==> config.mk <==
export PLATFORM = sky130hd
export DESIGN_NAME = decoder_gate_arbiter
export DESIGN_NICKNAME = d
export VERILOG_FILES = /design/src/rtl/decoder_gate_arbiter.sv
export SDC_FILE = /design/constraint.sdc
export NUM_CORES = 1
export LEC_CHECK = 0
export BUFFER_PORTS_ARGS = -buffer_cell sky130_fd_sc_hd__buf_4
export CAP_MARGIN = 15
export CORE_ASPECT_RATIO = 0.75
export CORE_MARGIN = 1
export CORE_UTILIZATION = 54
export DETAILED_ROUTE_END_ITERATION = 7
export PLACE_DENSITY_LB_ADDON = 0.2
export SLEW_MARGIN = 10
export SYNTH_ARGS = -nofsm -noshare
export SYNTH_HDL_FRONTEND = slang
export SYNTH_HIERARCHICAL = 1
export SYNTH_SLANG_ARGS = --single-unit
==> constraint.sdc <==
create_clock -name clk -period 3.15 [get_ports clk]
set_clock_uncertainty 0.2 [all_clocks]
set_input_delay 0.4725 -clock clk [delete_from_list [all_inputs] [get_ports clk]]
set_output_delay 0.4725 -clock clk [all_outputs]
set_load 0.01 [all_outputs]
==> src/rtl/decoder_gate_arbiter.sv <==
// Round-robin arbiter that shares a single gate-level 2-to-4 decoder among
// N_REQ requesters. Each granted operation is evaluated as the OR of the
// decoder outputs selected by the opcode's minterm mask. The result comes
// back registered, tagged with the requester index, over a valid/ready
// handshake.

// Gate-level 2-to-4 decoder: out[k] = 1 iff in == k.
module decoder_2x4 (
   input  logic [1:0] in,
   output logic [3:0] out
);

   assign out[0] = ~in[1] & ~in[0];
   assign out[1] = ~in[1] &  in[0];
   assign out[2] =  in[1] & ~in[0];
   assign out[3] =  in[1] &  in[0];

endmodule

module decoder_gate_arbiter #(
   parameter int N_REQ = 4,
   parameter int ID_W  = 2
) (
   input  logic               clk,
   input  logic               rst,
   input  logic [N_REQ-1:0]   req,
   input  logic [3*N_REQ-1:0] op,
   input  logic [N_REQ-1:0]   a,
   input  logic [N_REQ-1:0]   b,
   output logic [N_REQ-1:0]   gnt,
   output logic               res_valid,
   input  logic               res_ready,
   output logic               res,
   output logic [ID_W-1:0]    res_id,
   output logic [7:0]         txn_cnt
);

   typedef enum logic [1:0] {
      ST_IDLE = 2'd0,
      ST_EVAL = 2'd1,
      ST_RESP = 2'd2
   } state_t;

   state_t            state_q, state_d;
   logic [ID_W-1:0]   ptr_q, ptr_d;
   logic [N_REQ-1:0]  gnt_q, gnt_d;
   logic              a_q, a_d;
   logic              b_q, b_d;
   logic [2:0]        op_q, op_d;
   logic [ID_W-1:0]   id_q, id_d;
   logic              res_q, res_d;
   logic              valid_q, valid_d;
   logic [ID_W-1:0]   res_id_q, res_id_d;
   logic [7:0]        cnt_q, cnt_d;

   logic [ID_W-1:0]   win_id;
   logic              win_found;
   logic [3:0]        dec_out;
   logic [3:0]        mask;
   logic              gate_res;

   // The one and only evaluation path: the shared decoder fed by the
   // captured operands, a is the high select bit.
   decoder_2x4 u_dec (
      .in  ({a_q, b_q}),
      .out (dec_out)
   );

   // Round-robin search starting at ptr; walking offsets from the far end
   // down lets the closest pending requester overwrite earlier candidates.
   always_comb begin
      // NOTE: every combinational output gets a default first so no path
      // leaves it unassigned, which would otherwise infer a latch.
      win_id    = '0;
      win_found = 1'b0;
      for (int k = N_REQ - 1; k >= 0; k--) begin
         logic [ID_W-1:0] idx;
         idx = ptr_q + ID_W'(k);
         if (req[idx]) begin
            win_id    = idx;
            win_found = 1'b1;
         end
      end
   end

   // Opcode to minterm mask; bit k selects decoder output k = {a,b}.
   always_comb begin
      mask = 4'b0000;
      case (op_q)
         3'd0:    mask = 4'b1000; // AND
         3'd1:    mask = 4'b1110; // OR
         3'd2:    mask = 4'b0111; // NAND
         3'd3:    mask = 4'b0001; // NOR
         3'd4:    mask = 4'b0110; // XOR
         3'd5:    mask = 4'b1001; // XNOR
         3'd6:    mask = 4'b1100; // A
         default: mask = 4'b1010; // B
      endcase
      gate_res = |(mask & dec_out);
   end

   // Next-state and output logic for the IDLE -> EVAL -> RESP cycle.
   always_comb begin
      state_d  = state_q;
      ptr_d    = ptr_q;
      gnt_d    = gnt_q;
      a_d      = a_q;
      b_d      = b_q;
      op_d     = op_q;
      id_d     = id_q;
      res_d    = res_q;
      valid_d  = valid_q;
      res_id_d = res_id_q;
      cnt_d    = cnt_q;

      case (state_q)
         ST_IDLE: begin
            gnt_d = '0;
            if (win_found) begin
               gnt_d[win_id] = 1'b1;
               a_d           = a[win_id];
               b_d           = b[win_id];
               op_d          = op[3*int'(win_id) +: 3];
               id_d          = win_id;
               ptr_d         = win_id + ID_W'(1);
               state_d       = ST_EVAL;
            end
         end
         ST_EVAL: begin
            gnt_d    = '0;
            res_d    = gate_res;
            res_id_d = id_q;
            valid_d  = 1'b1;
            state_d  = ST_RESP;
         end
         ST_RESP: begin
            if (valid_q && res_ready) begin
               valid_d = 1'b0;
               cnt_d   = cnt_q + 8'd1;
               state_d = ST_IDLE;
            end
         end
         default: begin
            state_d = ST_IDLE;
         end
      endcase
   end

   // State register with synchronous reset; a reset drops any transaction
   // in flight without counting it.
   always_ff @(posedge clk) begin
      // NOTE: sequential state uses non-blocking assignments so every
      // register samples the pre-edge values of the others.
      if (rst) begin
         state_q  <= ST_IDLE;
         ptr_q    <= '0;
         gnt_q    <= '0;
         a_q      <= 1'b0;
         b_q      <= 1'b0;
         op_q     <= 3'd0;
         id_q     <= '0;
         res_q    <= 1'b0;
         valid_q  <= 1'b0;
         res_id_q <= '0;
         cnt_q    <= 8'd0;
      end else begin
         state_q  <= state_d;
         ptr_q    <= ptr_d;
         gnt_q    <= gnt_d;
         a_q      <= a_d;
         b_q      <= b_d;
         op_q     <= op_d;
         id_q     <= id_d;
         res_q    <= res_d;
         valid_q  <= valid_d;
         res_id_q <= res_id_d;
         cnt_q    <= cnt_d;
      end
   end

   assign gnt       = gnt_q;
   assign res_valid = valid_q;
   assign res       = res_q;
   assign res_id    = res_id_q;
   assign txn_cnt   = cnt_q;

endmodule
==> results of run 1 <==
-- metal layers --
| layer | vias up | wire, um | track usage |
|---|---|---|---|
| li1 | 608 | - | - |
| met1 | 590 | 1430 | 0.343 |
| met2 | 41 | 1520 | 0.400 |
| met3 | 10 | 197 | 0.0540 |
| met4 | 0 | 72 | 0.127 |
| met5 | - | 0 | 0 |
-- worst max-delay path: stages, from the launching register on --
cell,delay (ps)
dfxtp_1,400
a21o_1,170
a21oi_1,130
o22a_2,420
mux2i_1,310
o221ai_1,180
-- power by group --
part	total [mW]	switching, mW	internal (mW)
clock network	0.157	0.109	0.0479
logic	0.246	0.120	0.126
registers	0.424	0.0462	0.378
total	0.827	0.275	0.552
-- how the worst max path moves through the flow --
stage / startpoint / end / slack [ps] / cells after the start
final: ptr_q[1] / b_q / 1200 / 5
after CTS: ptr_q[1] / b_q / 1250 / 5
after floorplan: req[0] / b_q / 1390 / 7
after detailed placement: req[0] / b_q / 1020 / 6
after global routing: ptr_q[0] / b_q / 1110 / 5
after global placement: req[2] / op_q[0] / 1160 / 6
-- metrics by stage --
stage	instances	instance area (um^2)	hold WS, ps
global placement	218	1690	242
finish	222	1710	124
global route	222	1710	122
CTS	222	1710	127
detailed placement	218	1690	247
floorplan	151	1400	236
-- logic make-up after synthesis --
group / count (synthesis)
and+or+nand+nor: 59
AOI/OAI and AO/OA: 30
DFF: 27
muxes: 13
buffers and inverters: 11
xor gates and xnor gates: 10
adders and majority gates: 1
-- final cells by class --
type | instances | area, um^2
timing repair buffer | 42 | 315
clock inverter | 1 | 5.00
fill | 193 | 652
sequential | 27 | 541
clock buffer | 3 | 22.5
inverter | 2 | 7.51
tap | 34 | 42.5
multi-input combinational | 113 | 779
-- flip-flops by register name (all words and copies together) (netlist names) --
name / flops
res_valid: 1
gnt: 4
txn_cnt: 8
res: 1
state_q: 2
op_q: 3
ptr_q: 2
res_id: 2
b_q: 1
a_q: 1
id_q: 2
-- Yosys cell counts, types with 2 or more instances --
library cell   n
o21ai_0        2
nand2b_1       3
a21oi_1        7
o221ai_1       5
xor2_1         5
clkbuf_1       3
buf_2          2
mux2i_1       13
nor2b_1        6
a211oi_1       3
nand3b_1       5
xnor2_1        5
a21o_1         2
nand2_1       13
o22ai_1        2
nand4_1        2
a32oi_1        2
a211oi_2       2
or3_1          2
nand3_1        2
buf_6          2
dfxtp_1       27
nor2_1        18
==> summary.txt, run 1 <==
Setup path
  • CP Capture Type: flop
  • Flop-to-flop setup slack: 1200 ps
  • Critical Path RT: 3180 ps
  • Worst r2r path cells: 5
  • Largest fanout on the critical path: 16
  • WS Path Type: flop to flop
  • Origin of the critical flop-to-flop path: ptr_q[1]
  • Crit path DAT: between 1500 and 2000 ps
  • Reg2reg end: b_q
  • Crit path launch type: flop

Synthesis
  • Largest family of logic cells by synthesized area: simple AND/OR/NAND/NOR gates
  • Post-synthesis mux area share: 0.0933
  • Post-synthesis sequential area ratio: 0.387
  • Syn Nets: 179
  • Area leader, netlist: dfxtp_1
  • Mean area per synthesized cell: ~9 um^2
  • Post-synthesis cell count: 151
  • Post-synth top area share: 0.387
  • Synth Area in Simple Gates: 0.225
  • FFs w/ async S/R, synth: 0
  • Synth Warn #: 6
  • Post-synthesis register bit count: 27
  • Unique masters post-synth: a little over 40
  • Main synth FF type: dfxtp_1
  • Post-synth EDFFs: 0
  • Complex-gate fraction of the synthesized area: 0.169
  • Post-synthesis adder-cell area fraction: 0.00897
  • Mapped cell area: about 1400 um^2
  • Top post-synthesis cells by area: dfxtp_1, mux2i_1, nor2_1
  • Post-Synth XOR/XNOR Area: 0.0628

Floorplan
  • Die X: between 60 and 70 um
  • Initial core utilization: 0.590
  • I/O pin cnt: 43
  • Core area: roughly 2400 um^2
  • Chip Height: 46.0 um
  • Die area: 2790 um^2
  • FP Rows: 15

Finish
  • Final design utilization: 0.724
  • ANT cells: 0
  • Layout cells sized above 1: 0.303
  • Commonest non-fill, non-tap cell in the layout: buf_4
  • Area grow syn2layout: 22.8%
  • Most frequent cells in the layout: buf_4, dfxtp_1, nor2_1
  • Nets@finish: 217

Global routing
  • Vias in the first global route: 1096
  • Largest net degree at the start of global routing: 28
  • Total Routing Usage GR: 0.258
  • Congestion Overflow GR: 0
  • Initial antenna violation count: 0
  • First-pass GRT wire length: 5090 um

Flow run
  • Max Cap Viol: 0

Routing
  • DRT antenna net count: 0
  • Drt pass-1 iters: 4
  • Routed vias/inst: approximately 5.6
  • DR vias: 1249
  • DRC: 0
  • Initial DRC Count: 35
  • Total Wirelength: 3220 um
  • DR WL/cell: 14.5 um

Pwr
  • Design Power: 0.827 mW
  • VDD IR-drop max: 0.325 mV
  • P_leak: 0.720 nW
  • Power Dens Cells: 483 nW/um^2

Place
  • Port Buf Inserts: 42
  • Post-DP HPWL: around 2400 um
  • DP Worst Slack: 1020 ps
  • RePlAce Congestion: around 0.79

STA
  • Final setup vio count: 0
  • RSZ-0062 raised after global routing: false
  • Setup slack after layout: 1200 ps
  • TNS Setup: 0 ps
  • Worst slew pin tran: ~560 ps
  • Fmax: ~0.51 GHz
  • Slew Limit Headroom: 0.627
  • Final Hold Violating Endpoints: 0
  • Final Max Tran Viols: 0
  • Final Cycle Share: 0.617
  • Min Tclk post-route: roughly 1900 ps

Clocking
  • H-tree depth: 1
  • Clk sinks: 27
  • Cts repair resizes: 0
  • Clock-pin slew on the worst setup and hold paths: 150 ps
  • Num CTS Buffers: 3
  • Clock buffer depth: 2
  • Skew-Pair Late Insertion Delay: 340 ps
  • Post-CTS setup buffer count: 0
  • CTS Hold Bufs: 0
  • TritonCTS clock tree: built
  • CTS root buffer: clkbuf_4

Min path
  • Hold path startpoint: res_ready
  • Hold Path End: res_valid
  • Min-delay worst type: input port to flop
  • Worst hold stages: 2

Outcome
  • Status: completed
No activity file was read; power rests on OpenSTA's default activity.
==> run 2: changes to the inputs <==
ABC_AREA = 1   (was unset)
CORE_UTILIZATION = 53   (was 54)
clock period = 1.95 ns   (was 3.15 ns; I/O delays follow)
==> run 2 against run 1 <==
  * The flow now finishes with violations (negative setup slack)
  * First-iteration DRC count rose to 4.9 times the previous value
  * Sequential share of layout area down 8.0 points
  * Sequential cell count unchanged
  * Cell area up 35%
  * Die area up 22%
  * Clock-buffer cell count unchanged
  * Cell count up 59%
  * Worst setup slack worse by 1300 ps
  * Sequential power up 92%
  * Critical path type unchanged
==> summary.txt, run 2 <==
Setup path
  • Slowest-stage cell, CP: dfxtp_2
  • Cells along the critical path: buf_12, nand2_1, nand3_2, nand2_1, inv_1, nor2_2, nor2_2, nand2_4, clkbuf_16, nand3_1, nand3_1, nand3_1, nand2_1, inv_1
  • Largest fanout on the critical path: 8 (-8)
  • CP peak stage delay: 340 ps (-80 ps)
  • Delay-heaviest family, CP: simple AND/OR/NAND/NOR gates
  • Crit path DAT: 2020 ps (+50 ps)
  • CP Buf/Inv Count: 4 (+4)
  • WS Path Type: flop to flop
  • CP Capture Type: flop
  • Crit path launch type: flop
  • Critical Path RT: 1930 ps (-1250 ps)

Pwr
  • P_leak: 1.20 nW (+67%)
  • Cell Int Power: 1.76 mW (+220%)
  • Seq pwr share: 0.242 (-0.271)
  • Power Dens Cells: 1450 nW/um^2 (+200%)
  • VDD IR-drop max: 0.811 mV (+150%)
  • Clk pwr share: 0.096 (-0.093)
  • Switching Share: 0.475 (+0.143)
  • Design Power: 3.35 mW (+310%)
  • Sw power: 1.59 mW (+480%)
  • Comb pwr share: 0.662 (+0.365)

STA
  • Setup slack after layout: -91.9 ps (-1300 ps)
  • Final setup vio count: 10 (+10)
  • Final Cycle Share: 1.05 (+0.430)
  • Fmax: 0.490 GHz (-4.7%)
  • Worst slew pin tran: 355 ps (-204 ps)
  • Hold_ws: 99.8 ps (-24.2 ps)
  • Slew Limit Headroom: 0.763 (+0.136)
  • Final Hold Violating Endpoints: 0 (unchanged)
  • Final Max Tran Viols: 0 (unchanged)
  • Min Tclk post-route: 2040 ps (+96.8 ps)
  • RSZ-0062 raised after global routing: true

Outcome
  • Status: complete, but fails checks
  • Violated checks: negative setup slack

Floorplan
  • Initial core utilization: 0.566 (-0.0236)
  • Core area: 2980 um^2 (+26%)
  • Chip Height: 50.9 um (+11%)
  • FP Rows: 17 (+2)
  • Die area: 3410 um^2 (+22%)
  • Die X: 67.1 um (+11%)
  • I/O pin cnt: 43 (unchanged)

Routing
  • DR WL/cell: 12.5 um (-14%)
  • DR vias: 1831 (+47%)
  • DRC: 0 (unchanged)
  • Total Wirelength: 4400 um (+37%)
  • Drt pass-1 iters: 5 (+1)
  • Routed vias/inst: 5.19 (-7.8%)
  • Initial DRC Count: 172 (+390%)
  • DRT antenna net count: 0 (unchanged)

Synthesis
  • Unique masters post-synth: 32 (-22%)
  • Post-synthesis register bit count: 27 (unchanged)
  • Synth Warn #: 6 (unchanged)
  • Post-synthesis cell count: 260 (+72%)
  • Mean area per synthesized cell: 6.49 um^2 (-30%)
  • Mapped cell area: 1690 um^2 (+21%)
  • Most common cell in the netlist: nand2_1
  • Post-synth top area share: 0.320 (-0.0670)
  • Post-synth EDFFs: 0 (unchanged)
  • Area leader, netlist: dfxtp_1
  • Post-synthesis sequential area ratio: 0.320 (-0.0670)
  • Commonest cells in the netlist: nand2_1, inv_1, nand3_1
  • Syn Nets: 288 (+61%)
  • FFs w/ async S/R, synth: 0 (unchanged)
  • Main synth FF type: dfxtp_1
  • Top post-synthesis cells by area: dfxtp_1, nand2_1, inv_1

Clocking
  • H-tree depth: 1 (unchanged)
  • CTS Hold Bufs: 0 (unchanged)
  • Clock buffer depth: 2 (unchanged)
  • Clk sinks: 27 (unchanged)
  • TritonCTS clock tree: built
  • Skew-Pair Late Insertion Delay: 280 ps (-60 ps)
  • Clock-pin slew on the worst setup and hold paths: 100 ps (-50 ps)
  • Num CTS Buffers: 3 (unchanged)
  • CTS root buffer: clkbuf_8

Finish
  • Most frequent cells in the layout: buf_4, inv_1, nand2_1
  • Layout cells sized above 1: 0.352 (+0.0492)
  • Max reg flops: 8 (unchanged)
  • Area grow syn2layout: 36.8%
  • Nets@finish: 344 (+59%)
  • Non-filler cells, final: 353 (+59%)
  • ANT cells: 0 (unchanged)
  • Commonest non-fill, non-tap cell in the layout: buf_4
  • Post-route cell area: 2310 um^2 (+35%)

Global routing
  • Congestion Overflow GR: 0 (unchanged)
  • First-pass GRT wire length: 6170 um (+21%)
  • Total Routing Usage GR: 0.233 (-0.0249)
  • Largest net degree at the start of global routing: 17 (-39%)
  • Vias in the first global route: 1514 (+38%)
  • Initial antenna violation count: 0 (unchanged)

Place
  • Placed cells: 340 (+56%)
  • Port Buf Inserts: 42 (unchanged)
  • RePlAce Congestion: 0.822 (+4.4%)
  • Post-DP HPWL: 2750 um (+15%)
  • Area after DPL: 2080 um^2 (+23%)

Min path
  • Min-delay worst type: input port to flop

Flow run
  • Max Cap Viol: 0 (unchanged)
==> run 2: changes by cell type in the layout (fill, tap and decap cells not counted), sizes merged, moves of 10 or more <==
cell	previous run	this run
nand3	2	35
mux2i	13	0
buf	42	56
inv	2	53
a21oi	7	17
o21ai	2	13
nand2	13	68
==> run 2: path summary, 6_finish.rpt <==
path	start	to	slack, ps	depth (start not counted)
worst min register to register	gnt[3]	gnt[3]	260	2
worst min-delay path	rst	gnt[3]	100	2
worst max-delay path	ptr_q[0]	op_q[1]	-90	14
worst max register to register	ptr_q[0]	op_q[1]	-90	14
==> run 2: final cells by class <==
| cell class | count | area [um^2] |
|---|---|---|
| Fill cell | 222 | 671 |
| Clock inverter | 1 | 5.00 |
| Inverter | 54 | 218 |
| Sequential cell | 27 | 543 |
| Multi-Input combinational cell | 173 | 978 |
| Tap cell | 38 | 47.5 |
| Clock buffer | 3 | 41.3 |
| Timing Repair Buffer | 57 | 474 |
==> run 2: per-stage QoR <==
stage | TNS (ps) | setup slack [ps] | utilization
after floorplan | 0 | 212 | -
after global placement | 0 | 51.4 | 0.699
after detailed placement | -33.3 | -24.2 | 0.699
after CTS | 0 | 10.1 | 0.716
after global routing | -1200 | -151 | 0.775
final | -565 | -91.9 | 0.775
==> run 2: power groups by stage <==
stage	clock network (mW)	logic [mW]	registers, mW
6_report	0.322	2.22	0.812
4_1_cts	0.322	1.74	0.803
2_1_floorplan	0	1.26	0.826
3_3_place_gp	0	1.67	0.812
3_5_place_dp	0	1.71	0.817
5_1_grt	0.345	2.39	0.828
==> run 2: cells by family after synthesis <==
kind of cell	Yosys count	share of synthesized area
simple gates	135	0.393
compound gates	36	0.128
flops	27	0.320
buf+inv	61	0.151
fa+ha+maj	1	0.00742
==> run 2: worst reg2reg max path: cells and delay by family (launching register included) <==
family | cells | cell delay, ps
AND/OR/NAND/NOR | 10 | 990
buffers and inverters | 4 | 410
flip-flops | 1 | 340
==> run 2: what timing repair did <==
item,4_1_cts,5_1_grt
resized for setup,1,28
cloned,0,2
buffers inserted,0,7
endpoints found under the setup margin,6,12
pin swaps,0,13
==> run 2: routing by layer <==
layer  track usage  routed length, um
met1         0.311               1930
met2         0.383               2110
met3        0.0536                272
met4        0.0461                 83
met5             0                  0
==> run 3: changes to the inputs <==
CORE_MARGIN = 2   (was 1)
==> run 3 against run 2 <==
  * The run still ends with negative setup slack left
  * Clock power shrank 2%
  * Power grew 4.7%
  * Via count shrank 0.49%
  * Critical endpoint is now gnt[2]
  * Largest power group unchanged
==> summary.txt, run 3 (synthesized netlist as in run 2, its figures left out) <==
Outcome
  • Status: complete, but fails checks
  • Violated checks: negative setup slack

Routing
  • DR WL/cell: 12.5 um (about the same)
  • Initial DRC Count: 108 (-37%)
  • Total Wirelength: 4410 um (+0.30%)
  • Drt pass-1 iters: 7 (+2)
  • Routed vias/inst: 5.15 (-0.77%)
  • DRT antenna net count: 0 (unchanged)
  • DRC: 0 (unchanged)
  • DR vias: 1822 (-0.49%)

STA
  • Final Hold Violating Endpoints: 0 (unchanged)
  • Slew Limit Headroom: 0.781 (+0.0175)
  • Min Tclk post-route: 1950 ps (-90.7 ps)
  • Setup slack after layout: -1.23 ps (+90.7 ps)
  • RSZ-0062 raised after global routing: true
  • Final setup vio count: 1 (-9)
  • Fmax: 0.512 GHz (+4.6%)
  • Hold_ws: 117 ps (+17.3 ps)
  • Final Max Tran Viols: 0 (unchanged)
  • Final Cycle Share: 1.00 (-0.0465)
  • Worst slew pin tran: 329 ps (-26.2 ps)
  • TNS Setup: -1.23 ps (+563 ps)

Setup path
  • Worst r2r path cells: 12 (-2)
  • Slowest-stage cell, CP: dfxtp_4
  • WS Path Type: flop to flop
  • Critical Path RT: 1950 ps (+20 ps)
  • CP Buf/Inv Count: 1 (-3)
  • Cells along the critical path: inv_8, nand2_4, nand2_4, nand2_2, nand2_2, nor2_4, nor2_4, nand2_4, nand2_4, nor2_4, nand2_2, a21oi_1
  • Crit path DAT: 1950 ps (-70 ps)
  • CP peak stage delay: 440 ps (+100 ps)
  • Crit path launch type: flop
  • Largest fanout on the critical path: 8 (unchanged)
  • CP Capture Type: flop
  • Delay-heaviest family, CP: simple AND/OR/NAND/NOR gates
  • Crit-path most repeated cell: nand2_4
  • WP depth: 12 (-2)

Flow run
  • Max Cap Viol: 0 (unchanged)

Floorplan
  • Die area: 3650 um^2 (+7.0%)
  • I/O pin cnt: 43 (unchanged)
  • Chip Height: 52.9 um (+3.9%)
  • FP Rows: 17 (unchanged)
  • Initial core utilization: 0.566 (unchanged)
  • Die X: 69.1 um (+3.0%)
  • Core area: 2980 um^2 (unchanged)

Place
  • Post-DP HPWL: 2710 um (-1.3%)
  • Port Buf Inserts: 42 (unchanged)
  • Area after DPL: 2080 um^2 (unchanged)
  • RePlAce Congestion: 0.836 (+1.7%)

Pwr
  • Clk pwr share: 0.090 (-0.006)
  • Switching Share: 0.475 (-0.000720)
  • Design Power: 3.51 mW (+4.7%)
  • Seq pwr share: 0.241 (about the same)
  • Sw power: 1.67 mW (+4.5%)
  • Cell Int Power: 1.84 mW (+4.8%)
  • P_leak: 1.23 nW (+2.5%)
  • Comb pwr share: 0.669 (+0.007)
  • VDD IR-drop max: 0.855 mV (+5.4%)
  • Power Dens Cells: 1470 nW/um^2 (+0.89%)

Clocking
  • CTS root buffer: clkbuf_8
  • Clock buffer depth: 2 (unchanged)
  • Clk sinks: 27 (unchanged)
  • Clock-pin slew on the worst setup and hold paths: 100 ps (about the same)
  • H-tree depth: 1 (unchanged)
  • Num CTS Buffers: 3 (unchanged)
  • TritonCTS clock tree: built
  • Skew-Pair Late Insertion Delay: 270 ps (about the same)

Finish
  • Max reg flops: 8 (unchanged)
  • Most frequent cells in the layout: buf_4, inv_1, nand2_1
  • Layout cells sized above 1: 0.386 (+0.0337)
  • Commonest non-fill, non-tap cell in the layout: buf_4
  • Post-route cell area: 2390 um^2 (+3.7%)
  • ANT cells: 0 (unchanged)
  • Nets@finish: 345 (+0.29%)
  • Area grow syn2layout: 41.9%

Global routing
  • Initial antenna violation count: 0 (unchanged)
  • Total Routing Usage GR: 0.218 (-0.0149)
  • Vias in the first global route: 1527 (+0.86%)
  • First-pass GRT wire length: 6470 um (+4.8%)
  • Congestion Overflow GR: 0 (unchanged)
  • Largest net degree at the start of global routing: 17 (unchanged)

Min path
  • Min-delay worst type: input port to flop
  • Worst hold stages: 2 (unchanged)
[run 3: stage by stage]
step,setup WS [ps],cells,util
after global placement,47.1,340,0.699
after floorplan,212,260,-
after CTS,16.2,347,0.737
after global routing,-110,354,0.804
after detailed placement,-47.1,340,0.699
final,-1.23,354,0.804
[run 3: power groups by stage]
stage / Combinational, mW / Clock [mW] / Sequential, mW
after floorplan: 1.26 / 0 / 0.826
final: 2.35 / 0.314 / 0.846
after global routing: 2.55 / 0.342 / 0.865
after global placement: 1.67 / 0 / 0.814
after CTS: 1.86 / 0.318 / 0.834
after detailed placement: 1.71 / 0 / 0.814
[run 3: area by class of cell]
class | instances | area (um^2)
Tap cell | 38 | 47.5
Inverter | 54 | 213
Clock inverter | 1 | 5.00
Timing Repair Buffer | 58 | 479
Clock buffer | 3 | 41.3
Fill cell | 207 | 584
Sequential cell | 27 | 548
Multi-Input combinational cell | 173 | 1060
[run 3: worst paths after layout]
| check | startpoint | to | slack, ps |
|---|---|---|---|
| setup / recovery | ptr_q[0] | gnt[2] | -1 |
| hold / removal | rst | gnt[0] | 120 |
| setup reg to reg | ptr_q[0] | gnt[2] | -1 |
| hold reg to reg | gnt[0] | gnt[0] | 260 |
[run 3: what timing repair did]
action                                  CTS  global route
gates resized for setup                  13            37
endpoints found under the setup margin    6            12
hold buffers                              0             0
cloned                                    2             0
pin swaps                                10            25
endpoints found under the hold margin     0             0
buffers inserted                          2             7
[run 3: per-layer routing]
metal / global-route usage / wire length, um
met2: 0.380 / 2120
met1: 0.295 / 1990
met4: 0.0196 / 66
met3: 0.0438 / 237
met5: 0 / 0
[run 3: worst register-to-register path, stage by stage (launching register included)]
cell     delay, ps
dfxtp_4        440
inv_8           70
nand2_4         70
nand2_4         60
nand2_2         90
nand2_2         80
nor2_4         150
nor2_4          50
nand2_4        150
nand2_4        100
nor2_4         120
nand2_2        100
a21oi_1        180
